`src/rtl/tx_sched_pkg.sv`:
```
// Shared definitions for the transmit response scheduler: FSM states, source IDs, default widths.
package tx_sched_pkg;

    localparam int unsigned DATA_WIDTH_DEF = 8;
    localparam int unsigned ALU_WIDTH_DEF  = 16;

    typedef enum logic [2:0] {
        IDLE    = 3'd0,
        SEND_B0 = 3'd1,
        WAIT_B0 = 3'd2,
        SEND_B1 = 3'd3,
        WAIT_B1 = 3'd4
    } state_t;

    typedef enum logic {
        SRC_RF  = 1'b0,
        SRC_ALU = 1'b1
    } src_t;

endpackage

```
`src/rtl/result_capture_slot.sv`:
```
// One-entry capture slot: loads on a rising valid edge when empty, flags a drop when full.
module result_capture_slot #(
    parameter int unsigned WIDTH = 8
) (
    input  logic             CLK,
    input  logic             RST,
    input  logic             valid_i,
    input  logic [WIDTH-1:0] data_i,
    input  logic             clear_i,
    output logic             full_o,
    output logic             full_c_o,
    output logic [WIDTH-1:0] data_o,
    output logic             drop_c_o
);

    logic             prev_q;
    logic             full_q;
    logic             full_d;
    logic [WIDTH-1:0] data_q;
    logic [WIDTH-1:0] data_d;
    logic             load_c;

    // A load in the same cycle as a clear takes the slot over with the new data.
    always_comb begin
        load_c   = valid_i & ~prev_q;
        full_d   = full_q;
        data_d   = data_q;
        drop_c_o = 1'b0;
        if (load_c && (!full_q || clear_i)) begin
            full_d = 1'b1;
            data_d = data_i;
        end else begin
            if (load_c) begin
                drop_c_o = 1'b1;
            end
            if (clear_i) begin
                full_d = 1'b0;
            end
        end
    end

    always_ff @(posedge CLK or negedge RST) begin
        if (!RST) begin
            prev_q <= 1'b0;
            full_q <= 1'b0;
            data_q <= '0;
        end else begin
            prev_q <= valid_i;
            full_q <= full_d;
            data_q <= data_d;
        end
    end

    assign full_o   = full_q;
    assign full_c_o = full_d;
    assign data_o   = data_q;

endmodule

```
`src/rtl/tx_response_scheduler.sv`:
```
// Arbitrates register-file and ALU results and serializes them byte-wise to the UART TX.
module tx_response_scheduler
    import tx_sched_pkg::*;
#(
    parameter int unsigned DATA_WIDTH = DATA_WIDTH_DEF,
    parameter int unsigned ALU_WIDTH  = ALU_WIDTH_DEF
) (
    input  logic                  CLK,
    input  logic                  RST,
    input  logic                  RdData_Valid,
    input  logic [DATA_WIDTH-1:0] RdData,
    input  logic                  ALU_OUT_Valid,
    input  logic [ALU_WIDTH-1:0]  ALU_OUT,
    input  logic                  TX_Busy,
    output logic [DATA_WIDTH-1:0] TX_P_Data,
    output logic                  TX_Data_Valid,
    output logic                  Sched_Busy,
    output logic                  Drop_Pulse
);

    logic                  rf_full, rf_full_c, rf_drop_c, rf_clr_c;
    logic                  alu_full, alu_full_c, alu_drop_c, alu_clr_c;
    logic [DATA_WIDTH-1:0] rf_data;
    logic [ALU_WIDTH-1:0]  alu_data;
    logic                  idle_next_c;
    src_t                  pick_c;

    state_t                state_q;
    src_t                  src_q;
    src_t                  last_q;
    logic                  armed_q;
    logic [DATA_WIDTH-1:0] tx_data_q;
    logic                  tx_valid_q;
    logic                  busy_q;
    logic                  drop_q;

    result_capture_slot #(.WIDTH(DATA_WIDTH)) u_rf_slot (
        .CLK      (CLK),
        .RST      (RST),
        .valid_i  (RdData_Valid),
        .data_i   (RdData),
        .clear_i  (rf_clr_c),
        .full_o   (rf_full),
        .full_c_o (rf_full_c),
        .data_o   (rf_data),
        .drop_c_o (rf_drop_c)
    );

    result_capture_slot #(.WIDTH(ALU_WIDTH)) u_alu_slot (
        .CLK      (CLK),
        .RST      (RST),
        .valid_i  (ALU_OUT_Valid),
        .data_i   (ALU_OUT),
        .clear_i  (alu_clr_c),
        .full_o   (alu_full),
        .full_c_o (alu_full_c),
        .data_o   (alu_data),
        .drop_c_o (alu_drop_c)
    );

    assign rf_clr_c    = (state_q == WAIT_B0) && (src_q == SRC_RF) && !TX_Busy;
    assign alu_clr_c   = (state_q == WAIT_B1) && !TX_Busy;
    assign idle_next_c = ((state_q == IDLE) && !(rf_full || alu_full)) || rf_clr_c || alu_clr_c;

    // Round-robin only matters when both slots compete; last_q tracks the contested winner.
    assign pick_c = (rf_full && alu_full) ? ((last_q == SRC_ALU) ? SRC_RF : SRC_ALU)
                                          : (rf_full ? SRC_RF : SRC_ALU);

    always_ff @(posedge CLK or negedge RST) begin
        if (!RST) begin
            state_q    <= IDLE;
            src_q      <= SRC_RF;
            last_q     <= SRC_ALU;
            armed_q    <= 1'b0;
            tx_data_q  <= '0;
            tx_valid_q <= 1'b0;
            busy_q     <= 1'b0;
            drop_q     <= 1'b0;
        end else begin
            drop_q <= rf_drop_c | alu_drop_c;
            busy_q <= rf_full_c | alu_full_c | !idle_next_c;
            // armed_q: TX_Busy seen low since entering SEND, so a high level is a fresh accept.
            case (state_q)
                IDLE: begin
                    if (rf_full || alu_full) begin
                        src_q      <= pick_c;
                        state_q    <= SEND_B0;
                        tx_valid_q <= 1'b1;
                        tx_data_q  <= (pick_c == SRC_RF) ? rf_data : alu_data[DATA_WIDTH-1:0];
                        armed_q    <= !TX_Busy;
                        if (rf_full && alu_full) begin
                            last_q <= pick_c;
                        end
                    end
                end
                SEND_B0: begin
                    if (TX_Busy && armed_q) begin
                        state_q    <= WAIT_B0;
                        tx_valid_q <= 1'b0;
                        tx_data_q  <= '0;
                    end else if (!TX_Busy) begin
                        armed_q <= 1'b1;
                    end
                end
                WAIT_B0: begin
                    if (!TX_Busy) begin
                        if (src_q == SRC_RF) begin
                            state_q <= IDLE;
                        end else begin
                            state_q    <= SEND_B1;
                            tx_valid_q <= 1'b1;
                            tx_data_q  <= alu_data[ALU_WIDTH-1:DATA_WIDTH];
                            armed_q    <= 1'b1;
                        end
                    end
                end
                SEND_B1: begin
                    if (TX_Busy && armed_q) begin
                        state_q    <= WAIT_B1;
                        tx_valid_q <= 1'b0;
                        tx_data_q  <= '0;
                    end else if (!TX_Busy) begin
                        armed_q <= 1'b1;
                    end
                end
                WAIT_B1: begin
                    if (!TX_Busy) begin
                        state_q <= IDLE;
                    end
                end
                default: begin
                    state_q    <= IDLE;
                    tx_valid_q <= 1'b0;
                    tx_data_q  <= '0;
                end
            endcase
        end
    end

    assign TX_P_Data     = tx_data_q;
    assign TX_Data_Valid = tx_valid_q;
    assign Sched_Busy    = busy_q;
    assign Drop_Pulse    = drop_q;

endmodule

```
`config.mk`:
```
export PLATFORM = sky130hd
export DESIGN_NAME = tx_response_scheduler
export DESIGN_NICKNAME = d
export VERILOG_FILES = /design/src/rtl/tx_sched_pkg.sv /design/src/rtl/result_capture_slot.sv /design/src/rtl/tx_response_scheduler.sv
export SDC_FILE = /design/constraint.sdc
export NUM_CORES = 1
export LEC_CHECK = 0
export ABC_AREA = 0
export BUFFER_PORTS_ARGS = -buffer_cell sky130_fd_sc_hd__clkbuf_2
export CORE_ASPECT_RATIO = 0.9
export CORE_MARGIN = 5
export CORE_UTILIZATION = 59
export DETAILED_ROUTE_END_ITERATION = 12
export PLACE_DENSITY = 0.84
export REMOVE_ABC_BUFFERS = 1
export SYNTH_ARGS = -nofsm -noshare
export SYNTH_HDL_FRONTEND = slang
export SYNTH_SLANG_ARGS = --single-unit
export TNS_END_PERCENT = 100
```
`constraint.sdc`:
```
create_clock -name CLK -period 2.7 [get_ports CLK]
set_input_delay 0.675 -clock CLK [delete_from_list [all_inputs] [get_ports CLK]]
set_output_delay 0.675 -clock CLK [all_outputs]
set_load 0.005 [all_outputs]
```
==> qor.yml <==
layout:
  drive_above_1_share: 0.3805
  area_growth_pct: 16.41
  mostFrequentLayoutCells: "44 x dfrtp_1, 39 x clkbuf_2, 14 x mux2_2, 12 x nor2b_1, 11 x nand2_1"
  final_common_cell: "dfrtp_1"
  post-route-util: 0.6997
  fillers: 274
  diodes: 0
  nNetsFinal: 254
synthesis:
  seq_area_frac_synth: 0.5099
  syn_avg_cell_area_um2: 12.02
  synth_area_leader_cell: "dfrtp_1"
  synth_edf_count: 0
  netlist_area_um2: 2211
  synthArstFlopShare: 1.000
  yosysWarnings: 0
  netlist.area_leader.share: 0.4980
  syn_inst: 184
  synth_ff_type: "dfrtp_1"
  synth.area.top_cells: "dfrtp_1 50%, mux2_2 7.1%, mux2_4 5.4%"
  yosysUniqueCellTypes: 43
  synth_seq_cells: 45
timing:
  max_freq_ghz: 0.4864
  rsz0062_at_grt: "false"
  relSlewSlack: 0.5470
  tns_ns: 0
  post-route-period-util: 0.7615
  fin_crit_ns: 2.056
  hold_viol: 0
  tightest_slew_ns: 0.6795
  setup_viol: 0
  finClkSkew_ns: 0.006174
  drv_slew: 0
critical_path:
  timing.rr.start: "state_q[1]"
  timing.critical_path.buf_inv: 0
  cp.depth: 4
  critPathLaunchType: "register"
  endpoint_kind: "register"
  cp_slowest_cell: "dfrtp_1"
  arrival_ns: 2.24
  worst_path_largest_cell_delay_ns: 0.57
  rr_endpoint: "u_rf_slot.data_o[3]"
  reg2reg_depth: 4
  cp.required_ns: 2.88
  crit_fanout: 12
  crit_chain: "nor3b_4 > a21o_4 > nand2b_1 > mux2_4"
  worstSetupPathType: "register to register"
  critical_path.top_delay_family: "simple AND/OR/NAND/NOR gates"
  worst-r2r-setup-slack_ns: 0.64
pwr:
  p_leak_nw: 1.213
  power_density_nw_per_um2: 1127
  p_int_mw: 1.914
  irDropWorstVdd_uv: 618.5
  p_sw_mw: 0.9856
  p_seq_frac: 0.401
  p_sw_frac: 0.3399
  clock_power_share: 0.205
  p_comb_frac: 0.394
grt:
  grt_util_all_layers: 0.2032
  grt_pass1_wl_mm: 7.686
  antenna_found_initial: 0
  globalRoute.totalOverflow: 0
  grt_max_degree: 28
  grt_pass1_vias: 1637
route:
  wire_per_inst_um: 16.71
  ant_nets: 0
  drt-pass1-iter-count: 4
  wl_mm: 4.545
  via_per_inst: 5.868
  dr_total_vias: 1596
  drc: 0
  drt_iter0_drc: 129
clock_network:
  ctsHtreeMaxLevel: 2
  cts-resized-gates: 0
  cts_setup_buffers: 0
  cts_sinks: 45
  clk_latency_ns: 0.30
  cts_hold_buf: 0
  cts_buffers: 5
  clk_pin_slew_worst_paths_ns: 0.08
  cts_tree: "yes"
  cts_buffer_depth: 2
  cts_root_buf: "clkbuf_8"
placement:
  gp_congestion: 0.8153
  hpwl_mm: 3.378
  io_buffers: 39
run:
  maxCapViolations: 0
floorplan:
  rows: 21
  die_area_um2: 5073
  start_util: 0.6010
  dieWidth_um: 74.53
  coreArea_um2: 3679
  ios: 40
  die_height_um: 68.08
worst_hold_path:
  hp-class: "input pin to asynchronous set/reset pin"
run_status:
  status: "finished, final reports clean"
[area by class of cell]
| class | instances | area (um2) | area share |
|---|---|---|---|
| Multi-Input combinational cell | 123 | 988.4 | 0.3841 |
| Clock buffer | 5 | 68.82 | 0.02674 |
| Clock inverter | 3 | 65.06 | 0.02528 |
| Inverter | 3 | 11.26 | 0.004375 |
| Tap cell | 46 | 57.56 | 0.02236 |
| Timing Repair Buffer | 47 | 255.2 | 0.09917 |
| Sequential cell | 45 | 1127 | 0.4380 |
[state kept, by name (all words and copies together) (netlist names), 3 cells and up]
register           flops
u_alu_slot.data_o     16
state_q                3
TX_P_Data              8
u_rf_slot.data_o       8
[logic make-up after synthesis]
logic type | after synthesis | synth area share
AO/OA/AOI/OAI | 26 | 0.09451
XOR/XNOR | 1 | 0.003962
buffers and inverters | 16 | 0.04301
flip-flops | 45 | 0.5099
multiplexers | 34 | 0.1873
AND/OR/NAND/NOR | 62 | 0.1613
[how the worst max path moves through the flow]
stage | end | start | slack [ns]
floorplan | u_alu_slot.data_o[3] | state_q[0] | 0.76
global placement | u_alu_slot.data_o[8] | TX_Busy | 0.70
detailed placement | u_rf_slot.data_o[3] | TX_Busy | 0.67
CTS | u_rf_slot.data_o[3] | state_q[1] | 0.66
global route | u_rf_slot.data_o[3] | state_q[1] | 0.51
finish | u_rf_slot.data_o[3] | state_q[1] | 0.64
[metal layers]
layer | vias up | track usage | wire (um)
li1 | 750 | - | -
met1 | 780 | 0.2708 | 1896
met2 | 53 | 0.3125 | 2247
met3 | 13 | 0.05727 | 300
met4 | 0 | 0.08444 | 100
met5 | - | 0 | 0
[power groups by stage]
stage                     sequential, mW  combinational (mW)  clock, mW
final                               1.16                1.14      0.593
after global routing                1.20                1.26      0.630
after CTS                           1.16                1.15      0.597
after detailed placement            1.17                1.14          0
after global placement              1.16                1.09          0
after floorplan                     1.14               0.803          0
[through the flow]
stage	std cells	worst slack (ns)	hold WS (ns)	instance area, um2	power, mW
detailed placement	264	0.6664	0.4804	2440	2.314
global placement	264	0.6990	0.4693	2440	2.248
CTS	272	0.6579	0.4167	2574	2.909
finish	272	0.6439	0.3983	2574	2.900
floorplan	171	0.7607	0.3794	2127	1.944
global route	272	0.5147	0.4440	2574	3.092
[worst reg2reg max path: stages (launching register included)]
cell and delay, ns:
dfrtp_1 0.57, nor3b_4 0.47, a21o_4 0.20, nand2b_1 0.30, mux2_4 0.41
[cell usage after synthesis (2+ instances only)]
cell type,instances
mux2_4,8
nand3_1,9
mux2_1,10
or3_1,2
clkbuf_1,4
inv_1,2
mux2_2,14
o2111ai_1,8
nand2b_1,5
nand4_1,8
nor2b_1,12
dfrtp_1,44
o22ai_1,2
nor2_1,7
a21oi_1,7
buf_6,2
buf_2,4
nand2_1,11
Note: power is estimated with default switching activity, not from simulation.
